`src/rtl/tx_arbiter.sv`:
```
// rtl/tx_arbiter.sv - round-robin frame arbiter feeding a single MAC transmitter
// Latches a winner's payload, pulses the transmitter, then waits for completion or timeout.
module tx_arbiter #(
  parameter int N_REQ          = 4,
  parameter int IFG_CYCLES     = 12,
  parameter int TIMEOUT_CYCLES = 2048
) (
  input  logic                 clk,
  input  logic                 rst_n,
  input  logic [N_REQ-1:0]     req,
  input  logic [32*N_REQ-1:0]  payload,
  output logic [N_REQ-1:0]     grant,
  output logic [N_REQ-1:0]     done_ack,
  output logic                 mac_tx_en,
  output logic [31:0]          mac_data,
  input  logic                 mac_tx_done,
  output logic                 busy,
  output logic                 timeout_err
);

  localparam int PW = $clog2(N_REQ);
  localparam int IW = PW + 1;
  localparam logic [15:0] TO_LAST  = 16'(TIMEOUT_CYCLES - 1);
  localparam logic [15:0] IFG_LAST = 16'(IFG_CYCLES - 1);

  typedef enum logic [1:0] {IDLE, START, WAIT_DONE, IFG} state_t;

  state_t          state;
  logic [PW-1:0]   rr_ptr;
  logic [PW-1:0]   winner;
  logic [PW-1:0]   pick;
  logic [PW-1:0]   next_ptr;
  logic            found;
  logic [IW-1:0]   idx;
  logic [15:0]     cnt;
  logic            tx_done_q;
  logic            rise;
  logic            tmo;

  // Search starts at rr_ptr and wraps, so the last winner is considered last.
  always_comb begin
    found = 1'b0;
    pick  = '0;
    idx   = '0;
    for (int k = 0; k < N_REQ; k++) begin
      idx = IW'(rr_ptr) + IW'(k);
      if (idx >= IW'(N_REQ)) idx = idx - IW'(N_REQ);
      if (!found && req[idx[PW-1:0]]) begin
        found = 1'b1;
        pick  = idx[PW-1:0];
      end
    end
  end

  assign next_ptr = (winner == PW'(N_REQ - 1)) ? '0 : winner + 1'b1;
  assign rise     = mac_tx_done & ~tx_done_q;
  assign tmo      = (cnt == TO_LAST);
  assign busy     = (state != IDLE);

  always_ff @(posedge clk or negedge rst_n) begin
    if (!rst_n) begin
      state       <= IDLE;
      rr_ptr      <= '0;
      winner      <= '0;
      cnt         <= '0;
      tx_done_q   <= 1'b0;
      grant       <= '0;
      done_ack    <= '0;
      mac_tx_en   <= 1'b0;
      mac_data    <= '0;
      timeout_err <= 1'b0;
    end else begin
      tx_done_q   <= mac_tx_done;
      done_ack    <= '0;
      timeout_err <= 1'b0;
      mac_tx_en   <= 1'b0;
      case (state)
        IDLE: begin
          if (found) begin
            winner    <= pick;
            grant     <= N_REQ'(1) << pick;
            mac_data  <= payload[32*pick +: 32];
            mac_tx_en <= 1'b1;
            state     <= START;
          end
        end
        START: begin
          cnt   <= '0;
          state <= WAIT_DONE;
        end
        WAIT_DONE: begin
          // A genuine completion beats a timeout landing on the same cycle.
          if (rise || tmo) begin
            done_ack    <= rise ? (N_REQ'(1) << winner) : '0;
            timeout_err <= ~rise;
            grant       <= '0;
            rr_ptr      <= next_ptr;
            cnt         <= '0;
            state       <= IFG;
          end else begin
            cnt <= cnt + 16'd1;
          end
        end
        IFG: begin
          if (cnt == IFG_LAST) begin
            cnt   <= '0;
            state <= IDLE;
          end else begin
            cnt <= cnt + 16'd1;
          end
        end
        default: state <= IDLE;
      endcase
    end
  end

endmodule

```
`config.mk`:
```
export PLATFORM = sky130hd
export DESIGN_NAME = tx_arbiter
export DESIGN_NICKNAME = d
export VERILOG_FILES = /design/src/rtl/tx_arbiter.sv
export SDC_FILE = /design/constraint.sdc
export NUM_CORES = 1
export LEC_CHECK = 0
export ABC_AREA = 1
export CAP_MARGIN = 15
export CORE_MARGIN = 4
export CORE_UTILIZATION = 41
export CTS_CLUSTER_DIAMETER = 40
export DETAILED_ROUTE_END_ITERATION = 10
export HOLD_SLACK_MARGIN = 0.12
export PLACE_DENSITY_LB_ADDON = 0.05
export SLEW_MARGIN = 20
export SYNTH_ARGS = -nofsm -noshare
export SYNTH_HDL_FRONTEND = slang
export SYNTH_SLANG_ARGS = --single-unit
```
`constraint.sdc`:
```
create_clock -name clk -period 1.8 [get_ports clk]
set_input_delay 0.36 -clock clk [delete_from_list [all_inputs] [get_ports clk]]
set_output_delay 0.36 -clock clk [all_outputs]
set_load 0.02 [all_outputs]
```
Word level (Yosys, flattened, before mapping)

Cells that the tools add are included.

Register bits: 65
Input port bits: 135
Output and inout port bits: 43
Logic and storage cells: 95

Add/subtract/negate cells: 9
$lt $le $gt $ge: 8
Equality and inequality tests: 9
Shift-type cells: 3
Muxes and demuxes: 38
Bitwise gates (word level): 3
Reduce and logical (&&, ||, !) cells: 15

Operators by type and width:

| operator                                                                            | count |
|---|---|
| 128-bit by 8-bit indexed part select with 32-bit output                             | 1 |
| 16-bit case mux with 3 select lines                                                 | 1 |
| 16-bit two-way mux                                                                  | 2 |
| 2-bit two-way mux                                                                   | 12 |
| 4-bit two-way mux                                                                   | 5 |
| 16-bit by 1-bit adder with 16-bit output, second input constant                     | 1 |
| 16-bit by 11-bit equality test with 1-bit output, second input constant             | 1 |
| 16-bit by 4-bit equality test with 1-bit output, second input constant              | 1 |
| 2-bit by 3-bit less-than comparator with 1-bit output, second input constant        | 4 |
| 1-bit two-way mux                                                                   | 12 |
| 3-bit greater-or-equal comparator, second input constant                            | 3 |
| 1-bit binary-select mux with 2-bit select                                           | 4 |
| 2-bit case mux with 4 select lines                                                  | 1 |
| 4-bit case mux with 2 select lines                                                  | 1 |
| 1-bit by 2-bit << shifter with 4-bit output, first input constant                   | 2 |
| 2-bit by 1-bit subtractor with 2-bit output, second input constant                  | 4 |
| 2-bit by 2-bit adder with 3-bit output, second input constant                       | 2 |
| 2-bit equality test, second input constant                                          | 3 |
| 2-bit != test, second input constant                                                | 3 |
| 3-bit AND reduction                                                                 | 2 |
| 2-bit AND reduction                                                                 | 2 |
| 2-bit nonzero test                                                                  | 2 |
| 2-bit by 1-bit adder with 3-bit output, second input constant                       | 1 |
| 2-bit by 3-bit greater-or-equal comparator with 1-bit output, second input constant | 1 |
| 9 further kinds                                                                     | 14 |

Longest topological paths before layout

Gate-level depths: netlist of the first run.

Depth in word-level cells: 17
Gate-level depth with buffers: 18

Least setup slack after synthesis of the first run

OpenSTA, ideal clock, no wires.

Path kind: register to register
Start point: register cnt[0]
End point: register cnt[10]
Library setup time: 0.129 ns
Arrival: 1.685 ns
Required time: 1.671 ns
Path slack: -0.014 ns
Stages on the path, launching flop included: 12
Buffers on the path: 1
Cells stage by stage: dfrtp_1 > ha_1 > nand3_1 > nor2_1 > nand4_1 > nor2_2 > a21oi_1 > nand2_1 > nand2_2 > nand2_2 > buf_4 > o22ai_1

Word-level cells in the longest chain between the ends: 4
Elaborated cells between the ends (all ways): 7
Classes of those cells: add/sub: 1; eq/ne: 2; mux: 3; reduce/logical: 1

RTL lines:

| what                                                                             | RTL line | RTL |
|---|---|---|
| start, declared                                                                  | 35       | `logic [15:0] cnt;` |
| start signal, assigned                                                           | 101      | `cnt <= cnt + 16'd1;` |
| start signal, assigned                                                           | 109      | `cnt <= cnt + 16'd1;` |
| branches (longest 3 deep; another with 16-bit by 1-bit adder with 16-bit output) | n/a      |  |
| 16-bit case mux with 3 select lines *                                            | 77       | `case (state)` |

Mark *: on every way between the ends.
A chain may end at the register's enable or synchronous reset.

Worst setup path after layout of the first run

Start point: register rr_ptr[0]
End point: register mac_data[21]

Word-level cells in the longest chain between the ends: 15
Elaborated cells between the ends (all ways): 39
Classes of those cells: add/sub: 7; order compare: 4; shift: 1; mux: 20; reduce/logical: 7

RTL lines:

| what                                                                            | RTL line | RTL |
|---|---|---|
| start, declared                                                                 | 29       | `logic [PW-1:0] rr_ptr;` |
| start signal, assigned                                                          | 97       | `rr_ptr <= next_ptr;` |
| branches (longest 15 deep; another with 2-bit by 1-bit adder with 3-bit output) | n/a      |  |
| end signal, assigned                                                            | 82       | `mac_data <= payload[32*pick +: 32];` |
| end, declared                                                                   | 15       | `output logic [31:0] mac_data,` |

Parallel ways; which one is timed is not known. The select of a mux whose other input is x is not followed.

==> results of run 1 <==
[sequential cells by signal, summed over array words and instances (netlist names)]
signal       flops
winner           2
mac_data        32
tx_done_q        1
mac_tx_en        1
grant            4
rr_ptr           2
cnt             16
done_ack         4
state            2
timeout_err      1
[worst max-delay path by stage]
stage	from	endpoint	slack, ns
6_report	rr_ptr[0]$_DFFE_PN0P_	mac_data[21]$_DFFE_PN0P_	-0.28
3_5_place_dp	req[2]	mac_data[8]$_DFFE_PN0P_	-0.49
3_3_place_gp	req[2]	mac_data[8]$_DFFE_PN0P_	-0.44
4_1_cts	rr_ptr[0]$_DFFE_PN0P_	mac_data[30]$_DFFE_PN0P_	-0.14
5_1_grt	rr_ptr[0]$_DFFE_PN0P_	mac_data[21]$_DFFE_PN0P_	-0.36
2_1_floorplan	cnt[0]$_DFFE_PN0P_	cnt[10]$_DFFE_PN0P_	0.007
[kinds of logic (layout without fill, tap and decap cells)]
logic type,count (synthesis),after routing,synth area share [%]
XOR/XNOR,8,8,1.51
buffers and inverters,79,313,9.52
flip-flops,65,65,35.0
adder cells (fa/ha/maj),9,9,2.42
AND/OR/NAND/NOR,521,521,48.2
AO/OA/AOI/OAI,28,28,3.36
[synthesized netlist by cell type]
master | number | area (um2)
clkbuf_2 | 1 | 5.00
a21oi_1 | 4 | 20.0
o21ai_0 | 10 | 50.1
ha_1 | 9 | 113
nor4_1 | 2 | 12.5
nand3_2 | 1 | 10.0
nand4_1 | 70 | 438
o21ai_2 | 1 | 8.76
clkinv_1 | 1 | 3.75
o211ai_1 | 1 | 7.51
buf_1 | 1 | 3.75
xnor2_1 | 1 | 8.76
nand3_1 | 15 | 75.1
buf_4 | 13 | 97.6
clkbuf_1 | 4 | 15.0
dfrtp_1 | 65 | 1630
nand3b_1 | 1 | 7.51
o21ai_1 | 4 | 20.0
buf_2 | 16 | 80.1
o22ai_1 | 8 | 50.1
buf_8 | 1 | 15.0
nor2_2 | 1 | 6.26
nand2_2 | 10 | 62.6
inv_2 | 5 | 18.8
nand2_4 | 2 | 22.5
nand3_4 | 2 | 35.0
nand2_1 | 392 | 1470
inv_1 | 28 | 105
nor3_1 | 2 | 10.0
xor2_1 | 7 | 61.3
nor2_1 | 22 | 82.6
buf_6 | 8 | 90.1
nor2_4 | 1 | 11.3
inv_6 | 1 | 8.76
[metrics by stage]
step,utilization (%),total power [mW]
3_5_place_dp,62.6,12.2
5_1_grt,75.4,20.0
2_1_floorplan,-,9.07
4_1_cts,68.7,15.5
6_report,75.4,18.7
3_3_place_gp,62.6,12.0
[timing repair]
action                                  4_1_cts  5_1_grt
endpoints found under the hold margin        14        0
hold buffers                                  1        0
buffers inserted                              9        8
gates cloned                                  4       13
pin swaps                                     5       59
endpoints found under the setup margin       56       60
gates resized for setup                      54      121
[worst max-delay path, delay by kind of cell (launching register included)]
family                 cells  cell delay (ns)
DFF                        1             0.47
buffers and inverters      3             0.39
and+or+nand+nor           13             1.08
[power by group]
part | leakage [nW] | internal, mW | switching, mW | total [mW]
clock | 0.152 | 1.14 | 0.656 | 1.80
combinational | 3.06 | 6.74 | 7.90 | 14.6
sequential | 0.849 | 1.93 | 0.334 | 2.27
[metal layers]
metal	vias up	track usage, %	share of wire [%]
li1	2752	-	-
met1	2718	29.7	39
met2	261	41.2	50
met3	43	5.97	7.6
met4	0	9.26	3.2
met5	-	0	0
[final cells by class]
class | count | area [um2]
clock buffer | 11 | 253
clock inverter | 4 | 52.6
fill | 793 | 2700
inverter | 35 | 154
multi-input combinational | 566 | 3060
sequential | 65 | 1630
tap | 140 | 175
timing repair buffer | 263 | 2960
==> report_table.html, run 1 <==
<table>
<tr><th>Metric</th><th>Value</th></tr>
<tr><th colspan="2">Cells and area</th></tr>
<tr><td>Area grow syn2layout</td><td>78.0%</td></tr>
<tr><td>Most frequent cells in the layout</td><td>327 x nand2_1, 174 x clkdlybuf4s50_1, 70 x nand4_1</td></tr>
<tr><td>Final standard cell area without fillers</td><td>0.00828 mm2</td></tr>
<tr><td>Number of antenna repair diodes</td><td>0</td></tr>
<tr><td>NumNets Final</td><td>1084</td></tr>
<tr><td>Most common cell after layout, fill and taps aside</td><td>nand2_1</td></tr>
<tr><td>Non-filler cells in the finished layout</td><td>~1100</td></tr>
<tr><td>Layout cell share with drive strength beyond 1</td><td>23.9%</td></tr>
<tr><th colspan="2">Routing</th></tr>
<tr><td>Via Count</td><td>about 5800</td></tr>
<tr><td>Total Routed Length</td><td>about 18000 um</td></tr>
<tr><td>DRC violation count after routing</td><td>0</td></tr>
<tr><td>Residual antenna-violating net count after detailed routing</td><td>0</td></tr>
<tr><td>Routed wire per std cell</td><td>~17 um</td></tr>
<tr><td>Post-detailed-route via-to-cell ratio</td><td>~5.3</td></tr>
<tr><td>Detailed-router iteration count before antenna repair</td><td>5</td></tr>
<tr><td>DRT iter0 DRCs</td><td>about 430</td></tr>
<tr><th colspan="2">Setup path</th></tr>
<tr><td>Critical path fanouts, max</td><td>6</td></tr>
<tr><td>Reg-to-reg critical path startpoint</td><td>rr_ptr[0]$_DFFE_PN0P_</td></tr>
<tr><td>Capturing element type of the critical path</td><td>flop</td></tr>
<tr><td>Required time at the worst-slack endpoint</td><td>about 2.0 ns</td></tr>
<tr><td>Reg-to-reg setup timing slack</td><td>-0.28 ns</td></tr>
<tr><td>Start-to-end type of the worst setup path</td><td>flop to flop</td></tr>
<tr><td>Largest stage delay on the critical path</td><td>between 0.4 and 0.5 ns</td></tr>
<tr><td>Depth of the most critical reg-to-reg path</td><td>16</td></tr>
<tr><td>Slowest cell on the critical path</td><td>dfrtp_2</td></tr>
<tr><td>Crit-path cells</td><td>buf_6, nand2_4, nand2_4, nand2_2, nand2_2, nor2_4, nand2_2, nor2_4, nand2_2, nand2_4, inv_8, clkbuf_16, nand2_1, nand2_1, nand2_1, nand2_1</td></tr>
<tr><td>Kind of start point of the critical path</td><td>flop</td></tr>
<tr><td>Arrival time at the worst endpoint</td><td>roughly 2.3 ns</td></tr>
<tr><td>Critical R2R Capture</td><td>mac_data[21]$_DFFE_PN0P_</td></tr>
<tr><th colspan="2">Clocking</th></tr>
<tr><td>Number of clock sinks seen by CTS</td><td>65</td></tr>
<tr><td>Clock tree from TritonCTS</td><td>done</td></tr>
<tr><td>TritonCTS buffer count</td><td>9</td></tr>
<tr><td>CTS Root Buffer Type</td><td>clkbuf_16</td></tr>
<tr><td>Maximum buffer depth of the clock tree</td><td>2</td></tr>
<tr><td>Worst-skew pair later-pin latency</td><td>roughly 0.33 ns</td></tr>
<tr><td>CTS H-tree depth</td><td>3</td></tr>
<tr><td>Clk pin slew, worst setup/hold paths</td><td>about 0.06 ns</td></tr>
<tr><th colspan="2">Pwr</th></tr>
<tr><td>Power per Cell Area</td><td>around 2300 mW/mm2</td></tr>
<tr><td>Static Leak</td><td>4.06 nW</td></tr>
<tr><td>Worst voltage drop across the vdd grid</td><td>1.18 mV</td></tr>
<tr><th colspan="2">STA</th></tr>
<tr><td>Crit path time final</td><td>roughly 2.1 ns</td></tr>
<tr><td>Worst Clk Skew</td><td>0.00942 ns</td></tr>
<tr><td>Worst slack on hold paths</td><td>~0.47 ns</td></tr>
<tr><td>Slew of the pin with the lowest slew margin</td><td>around 0.45 ns</td></tr>
<tr><td>Setup repair after global routing missed its margin</td><td>true</td></tr>
<tr><td>Total negative slack</td><td>-7.46 ns</td></tr>
<tr><td>Finish-stage setup viols</td><td>38</td></tr>
<tr><td>Final setup margin</td><td>-0.281 ns</td></tr>
<tr><td>Worst-case headroom to the max-slew limit</td><td>70.1%</td></tr>
<tr><td>Peak clock frequency supported by timing</td><td>roughly 0.48 GHz</td></tr>
<tr><td>Share of the cycle needed by the critical path after routing</td><td>116%</td></tr>
<tr><td>Count of pins over their slew limit</td><td>0</td></tr>
<tr><td>Final Hold Vio Count</td><td>0</td></tr>
<tr><th colspan="2">Floorplanning</th></tr>
<tr><td>Area of the core</td><td>roughly 0.011 mm2</td></tr>
<tr><td>FP Rows</td><td>38</td></tr>
<tr><td>Chip Height</td><td>115 um</td></tr>
<tr><td>Die area</td><td>about 0.013 mm2</td></tr>
<tr><td>Die Wd</td><td>between 100 and 150 um</td></tr>
<tr><td>Boundary pin count</td><td>about 180</td></tr>
<tr><td>Initial core utilization</td><td>between 40 and 50%</td></tr>
<tr><th colspan="2">Worst hold path</th></tr>
<tr><td>Startpoint of the most critical hold path</td><td>mac_data[5]$_DFFE_PN0P_</td></tr>
<tr><td>Cells on Worst Hold Path</td><td>2</td></tr>
<tr><td>Type of the tightest min-delay check</td><td>flop to flop</td></tr>
<tr><td>Worst hold path endpoint</td><td>mac_data[5]$_DFFE_PN0P_</td></tr>
<tr><th colspan="2">Status</th></tr>
<tr><td>Violated checks</td><td>negative setup slack</td></tr>
<tr><td>Run status</td><td>finished with violations</td></tr>
<tr><th colspan="2">Placement</th></tr>
<tr><td>DP Area</td><td>around 0.0069 mm2</td></tr>
<tr><td>Post-DP HPWL</td><td>11500 um</td></tr>
<tr><td>Last weighted congestion value of the routability-driven placer</td><td>slightly below 0.9</td></tr>
<tr><td>Total placed cells including tap cells</td><td>slightly above 1000</td></tr>
<tr><td>Number of buffer cells added on primary ports</td><td>~180</td></tr>
<tr><td>Minimum setup slack after placement</td><td>-0.488 ns</td></tr>
<tr><th colspan="2">Global route</th></tr>
<tr><td>Via count of the first global-routing pass</td><td>about 5500</td></tr>
<tr><td>Number of antenna violations at the first check in global routing</td><td>0</td></tr>
<tr><td>Largest net degree at the start of global routing</td><td>41</td></tr>
<tr><td>First-pass GRT wire length</td><td>25900 um</td></tr>
<tr><td>Overall track demand over capacity in global routing</td><td>approximately a quarter</td></tr>
<tr><td>Total congestion overflow after global routing</td><td>0</td></tr>
<tr><th colspan="2">Logic synthesis</th></tr>
<tr><td>Number of synthesized register bits</td><td>65</td></tr>
<tr><td>Synthesized Nets</td><td>roughly 850</td></tr>
<tr><td>Cell area after technology mapping</td><td>0.00465 mm2</td></tr>
<tr><td>Number of warnings printed during yosys synthesis</td><td>0</td></tr>
<tr><td>Proportion of synthesized chip area in sequential cells</td><td>approximately a third</td></tr>
<tr><td>Distinct cell type count of the synthesized netlist</td><td>34</td></tr>
<tr><td>Average size of a mapped cell</td><td>about 6.6 um2</td></tr>
<tr><td>Number of instances in the synthesized netlist</td><td>710</td></tr>
<tr><th colspan="2">Run</th></tr>
<tr><td>Number of maximum-capacitance violations</td><td>0</td></tr>
</table>
(Power assumes the default switching activity.)
==> run 2: changes to the inputs <==
--- a/config.mk
+++ b/config.mk
@@ -8,4 +8,5 @@
 export ABC_AREA = 1
 export CAP_MARGIN = 15
+export CORE_ASPECT_RATIO = 0.75
 export CORE_MARGIN = 4
 export CORE_UTILIZATION = 41
==> constraint.sdc (replaced) <==
create_clock -name clk -period 1.8 [get_ports clk]
set_input_delay 0.36 -clock clk [delete_from_list [all_inputs] [get_ports clk]]
set_output_delay 0.36 -clock clk [all_outputs]
set_load 0.1 [all_outputs]
==> run 2 against run 1 <==
Compared with the run above:
- the run still ends with negative setup slack left
- via count is 2.6% lower
- non-clock buffer count decreased by 13
- sequential cell count is the same
- core utilization up 0.68 points
- clock-buffer cell count decreased by 1
- global-route usage rose by 1.3 points
- critical path type unchanged
==> report_table.html, run 2 (synthesis gave the netlist of run 1 again) <==
<table>
<tr><th>Metric</th><th>Value</th></tr>
<tr><th colspan="2">Global route</th></tr>
<tr><td>First-pass GRT wire length</td><td>26900 um</td></tr>
<tr><td>Via count of the first global-routing pass</td><td>roughly 5600</td></tr>
<tr><td>Overall track demand over capacity in global routing</td><td>around a quarter</td></tr>
<tr><td>Total congestion overflow after global routing</td><td>0</td></tr>
<tr><td>Largest net degree at the start of global routing</td><td>between 60 and 70</td></tr>
<tr><td>Number of antenna violations at the first check in global routing</td><td>0</td></tr>
<tr><th colspan="2">STA</th></tr>
<tr><td>Finish-stage setup viols</td><td>48</td></tr>
<tr><td>Worst-case headroom to the max-slew limit</td><td>approximately two thirds</td></tr>
<tr><td>Final setup margin</td><td>-0.295 ns</td></tr>
<tr><td>Setup repair after global routing missed its margin</td><td>true</td></tr>
<tr><td>Share of the cycle needed by the critical path after routing</td><td>116%</td></tr>
<tr><td>Count of pins over their slew limit</td><td>0</td></tr>
<tr><td>Crit path time final</td><td>2.09 ns</td></tr>
<tr><td>Peak clock frequency supported by timing</td><td>between 0.4 and 0.5 GHz</td></tr>
<tr><td>Final Hold Vio Count</td><td>0</td></tr>
<tr><td>Slew of the pin with the lowest slew margin</td><td>around 0.48 ns</td></tr>
<tr><td>Worst Clk Skew</td><td>between 0.005 and 0.006 ns</td></tr>
<tr><th colspan="2">Status</th></tr>
<tr><td>Violated checks</td><td>negative setup slack</td></tr>
<tr><td>Run status</td><td>finished with violations</td></tr>
<tr><th colspan="2">Cells and area</th></tr>
<tr><td>Footprint of the multi-input gates</td><td>~0.0030 mm2</td></tr>
<tr><td>Layout cell share with drive strength beyond 1</td><td>roughly a quarter</td></tr>
<tr><td>Area grow syn2layout</td><td>80.3%</td></tr>
<tr><td>Storage element area</td><td>about 0.0016 mm2</td></tr>
<tr><td>Number of antenna repair diodes</td><td>0</td></tr>
<tr><td>Fill count</td><td>between 700 and 800</td></tr>
<tr><td>Most frequent cells in the layout</td><td>343 x nand2_1, 133 x clkdlybuf4s50_1, 70 x nand4_1</td></tr>
<tr><td>Non-filler cells in the finished layout</td><td>between 1000 and 1500</td></tr>
<tr><td>Register with the most flip-flops</td><td>mac_data</td></tr>
<tr><td>NumNets Final</td><td>1072</td></tr>
<tr><td>Biggest regs</td><td>mac_data: 32 flops, cnt: 16 flops</td></tr>
<tr><td>Most common cell after layout, fill and taps aside</td><td>nand2_1</td></tr>
<tr><td>Flip-flop count of the largest register, all copies and words added</td><td>32</td></tr>
<tr><th colspan="2">Setup path</th></tr>
<tr><td>Critical R2R Capture</td><td>mac_data[12]$_DFFE_PN0P_</td></tr>
<tr><td>Crit path buffers/inverters</td><td>3</td></tr>
<tr><td>Depth of the most critical reg-to-reg path</td><td>17</td></tr>
<tr><td>Largest delay contributor family on the critical path</td><td>simple AND/OR/NAND/NOR gates</td></tr>
<tr><td>Required time at the worst-slack endpoint</td><td>between 2 and 2.5 ns</td></tr>
<tr><td>Reg-to-reg critical path startpoint</td><td>rr_ptr[0]$_DFFE_PN0P_</td></tr>
<tr><td>Reg-to-reg setup timing slack</td><td>-0.29 ns</td></tr>
<tr><td>Critical path fanouts, max</td><td>5</td></tr>
<tr><td>Capturing element type of the critical path</td><td>flop</td></tr>
<tr><td>Arrival time at the worst endpoint</td><td>~2.3 ns</td></tr>
<tr><td>Kind of start point of the critical path</td><td>flop</td></tr>
<tr><td>Start-to-end type of the worst setup path</td><td>flop to flop</td></tr>
<tr><td>Critical path's most frequent cell</td><td>nand2_1</td></tr>
<tr><td>Slowest cell on the critical path</td><td>dfrtp_2</td></tr>
<tr><td>Largest stage delay on the critical path</td><td>approximately 0.46 ns</td></tr>
<tr><td>Worst setup startpoint</td><td>rr_ptr[0]$_DFFE_PN0P_</td></tr>
<tr><td>Crit-path cells</td><td>buf_6, nand2_4, nand2_4, nand2_2, nand2_2, nand2_2, nand2_2, nand2_4, nand3_4, buf_6, clkbuf_16, nand2_1, nand2_1, nand2_1, nand2_1, nand2_1, nand2_1</td></tr>
<tr><th colspan="2">Routing</th></tr>
<tr><td>Wire length on met3</td><td>between 1000 and 1500 um</td></tr>
<tr><td>Highest metal layer with signal wires</td><td>met4</td></tr>
<tr><td>Via Count</td><td>between 5000 and 6000</td></tr>
<tr><td>DRC violation count after routing</td><td>0</td></tr>
<tr><td>DRT iter0 DRCs</td><td>between 300 and 400</td></tr>
<tr><td>Routed length on met1</td><td>roughly 7500 um</td></tr>
<tr><td>Residual antenna-violating net count after detailed routing</td><td>0</td></tr>
<tr><td>Met2 wirelength from detailed routing</td><td>around 9000 um</td></tr>
<tr><td>Total Routed Length</td><td>approximately 18000 um</td></tr>
<tr><td>Detailed-router iteration count before antenna repair</td><td>5</td></tr>
<tr><td>Post-detailed-route via-to-cell ratio</td><td>5.24</td></tr>
<tr><td>Routed wire per std cell</td><td>17.0 um</td></tr>
<tr><th colspan="2">Placement</th></tr>
<tr><td>Post-DP HPWL</td><td>11500 um</td></tr>
<tr><td>Last weighted congestion value of the routability-driven placer</td><td>0.821</td></tr>
<tr><td>Number of buffer cells added on primary ports</td><td>about 180</td></tr>
<tr><td>Total placed cells including tap cells</td><td>1028</td></tr>
<tr><th colspan="2">Floorplanning</th></tr>
<tr><td>Boundary pin count</td><td>approximately 180</td></tr>
<tr><td>Die area</td><td>about 0.013 mm2</td></tr>
<tr><td>Initial core utilization</td><td>42.2%</td></tr>
<tr><td>Area of the core</td><td>approximately 0.011 mm2</td></tr>
<tr><td>FP Rows</td><td>33</td></tr>
<tr><td>Die Wd</td><td>131 um</td></tr>
<tr><td>Chip Height</td><td>approximately 100 um</td></tr>
<tr><th colspan="2">Clocking</th></tr>
<tr><td>CTS H-tree depth</td><td>3</td></tr>
<tr><td>TritonCTS buffer count</td><td>9</td></tr>
<tr><td>Clk pin slew, worst setup/hold paths</td><td>approximately 0.060 ns</td></tr>
<tr><td>Number of clock sinks seen by CTS</td><td>65</td></tr>
<tr><td>Maximum buffer depth of the clock tree</td><td>2</td></tr>
<tr><td>Clock tree from TritonCTS</td><td>done</td></tr>
<tr><td>CTS Root Buffer Type</td><td>clkbuf_16</td></tr>
<tr><td>Worst-skew pair later-pin latency</td><td>about 0.33 ns</td></tr>
<tr><th colspan="2">Worst hold path</th></tr>
<tr><td>Worst hold path endpoint</td><td>tx_done_q$_DFF_PN0_</td></tr>
<tr><td>Type of the tightest min-delay check</td><td>input pin to flop</td></tr>
<tr><td>Startpoint of the most critical hold path</td><td>mac_tx_done</td></tr>
<tr><td>Cells on Worst Hold Path</td><td>1</td></tr>
<tr><th colspan="2">Run</th></tr>
<tr><td>Number of maximum-capacitance violations</td><td>0</td></tr>
</table>
[run 2: cell types whose count changed in the layout (fill, tap and decap cells not counted), moves of 3 or more]
cell and change:
clkdlybuf4s50_1 -41, clkbuf_16 -7, o21ai_1 +3, buf_12 +33
nand2_1 +16, nand2_4 +3, buf_4 +6, inv_2 +4
nand2_2 -19
[run 2: metal layers]
metal | vias to the layer above | track usage, %
met4 | 0 | 7.67
met5 | - | 0
met1 | 2637 | 32.5
met2 | 232 | 43.0
li1 | 2721 | -
met3 | 33 | 6.44
[run 2: worst max-delay path by stage]
stage | to | cells past startpoint
floorplan | cnt[10]$_DFFE_PN0P_ | 11
global placement | mac_data[1]$_DFFE_PN0P_ | 14
detailed placement | mac_data[13]$_DFFE_PN0P_ | 15
CTS | mac_data[20]$_DFFE_PN0P_ | 15
global route | mac_data[13]$_DFFE_PN0P_ | 16
finish | mac_data[12]$_DFFE_PN0P_ | 17
[run 2: worst register-to-register path: stages, from the launching register on]
cell and delay [ns]:
dfrtp_2 0.46, buf_6 0.15, nand2_4 0.06, nand2_4 0.05
nand2_2 0.07, nand2_2 0.06, nand2_2 0.10, nand2_2 0.09
nand2_4 0.10, nand3_4 0.14, buf_6 0.18, clkbuf_16 0.15
nand2_1 0.06, nand2_1 0.06, nand2_1 0.07, nand2_1 0.05
nand2_1 0.07, nand2_1 0.05
[run 2: timing repair]
item / CTS / global route
gates resized for setup: 45 / 96
pin swaps: 8 / 31
buffers inserted: 11 / 11
endpoints found under the setup margin: 58 / 59
cloned: 6 / 3
endpoints found under the hold margin: 65 / 0
hold buffers: 1 / 0
[run 2: final cells by class]
class                   instances  share of cell area, %
multi-input cells             567                   36.2
well taps                     140                   2.09
flip-flops and latches         65                   19.4
clock inverters                 6                   1.37
clock buffers                  10                   2.85
inverters                      35                   1.63
repair buffers                250                   36.4
[run 2: metrics by stage]
step	TNS (ns)	setup WS (ns)	hold WS (ns)	area (um2)	util, %
3_5_place_dp	-18.00	-0.457	0.404	7180	65.1
4_1_cts	-4.59	-0.173	0.492	7920	71.8
6_report	-7.18	-0.295	0.512	8390	76.1
2_1_floorplan	0	0.00695	0.0644	4670	-
3_3_place_gp	-13.69	-0.387	0.410	7180	65.1
5_1_grt	-13.80	-0.402	0.517	8390	76.1
Power of run 2 is not shown: default switching activity piles up to over one toggle a cycle in this logic, so the estimate is an artifact.
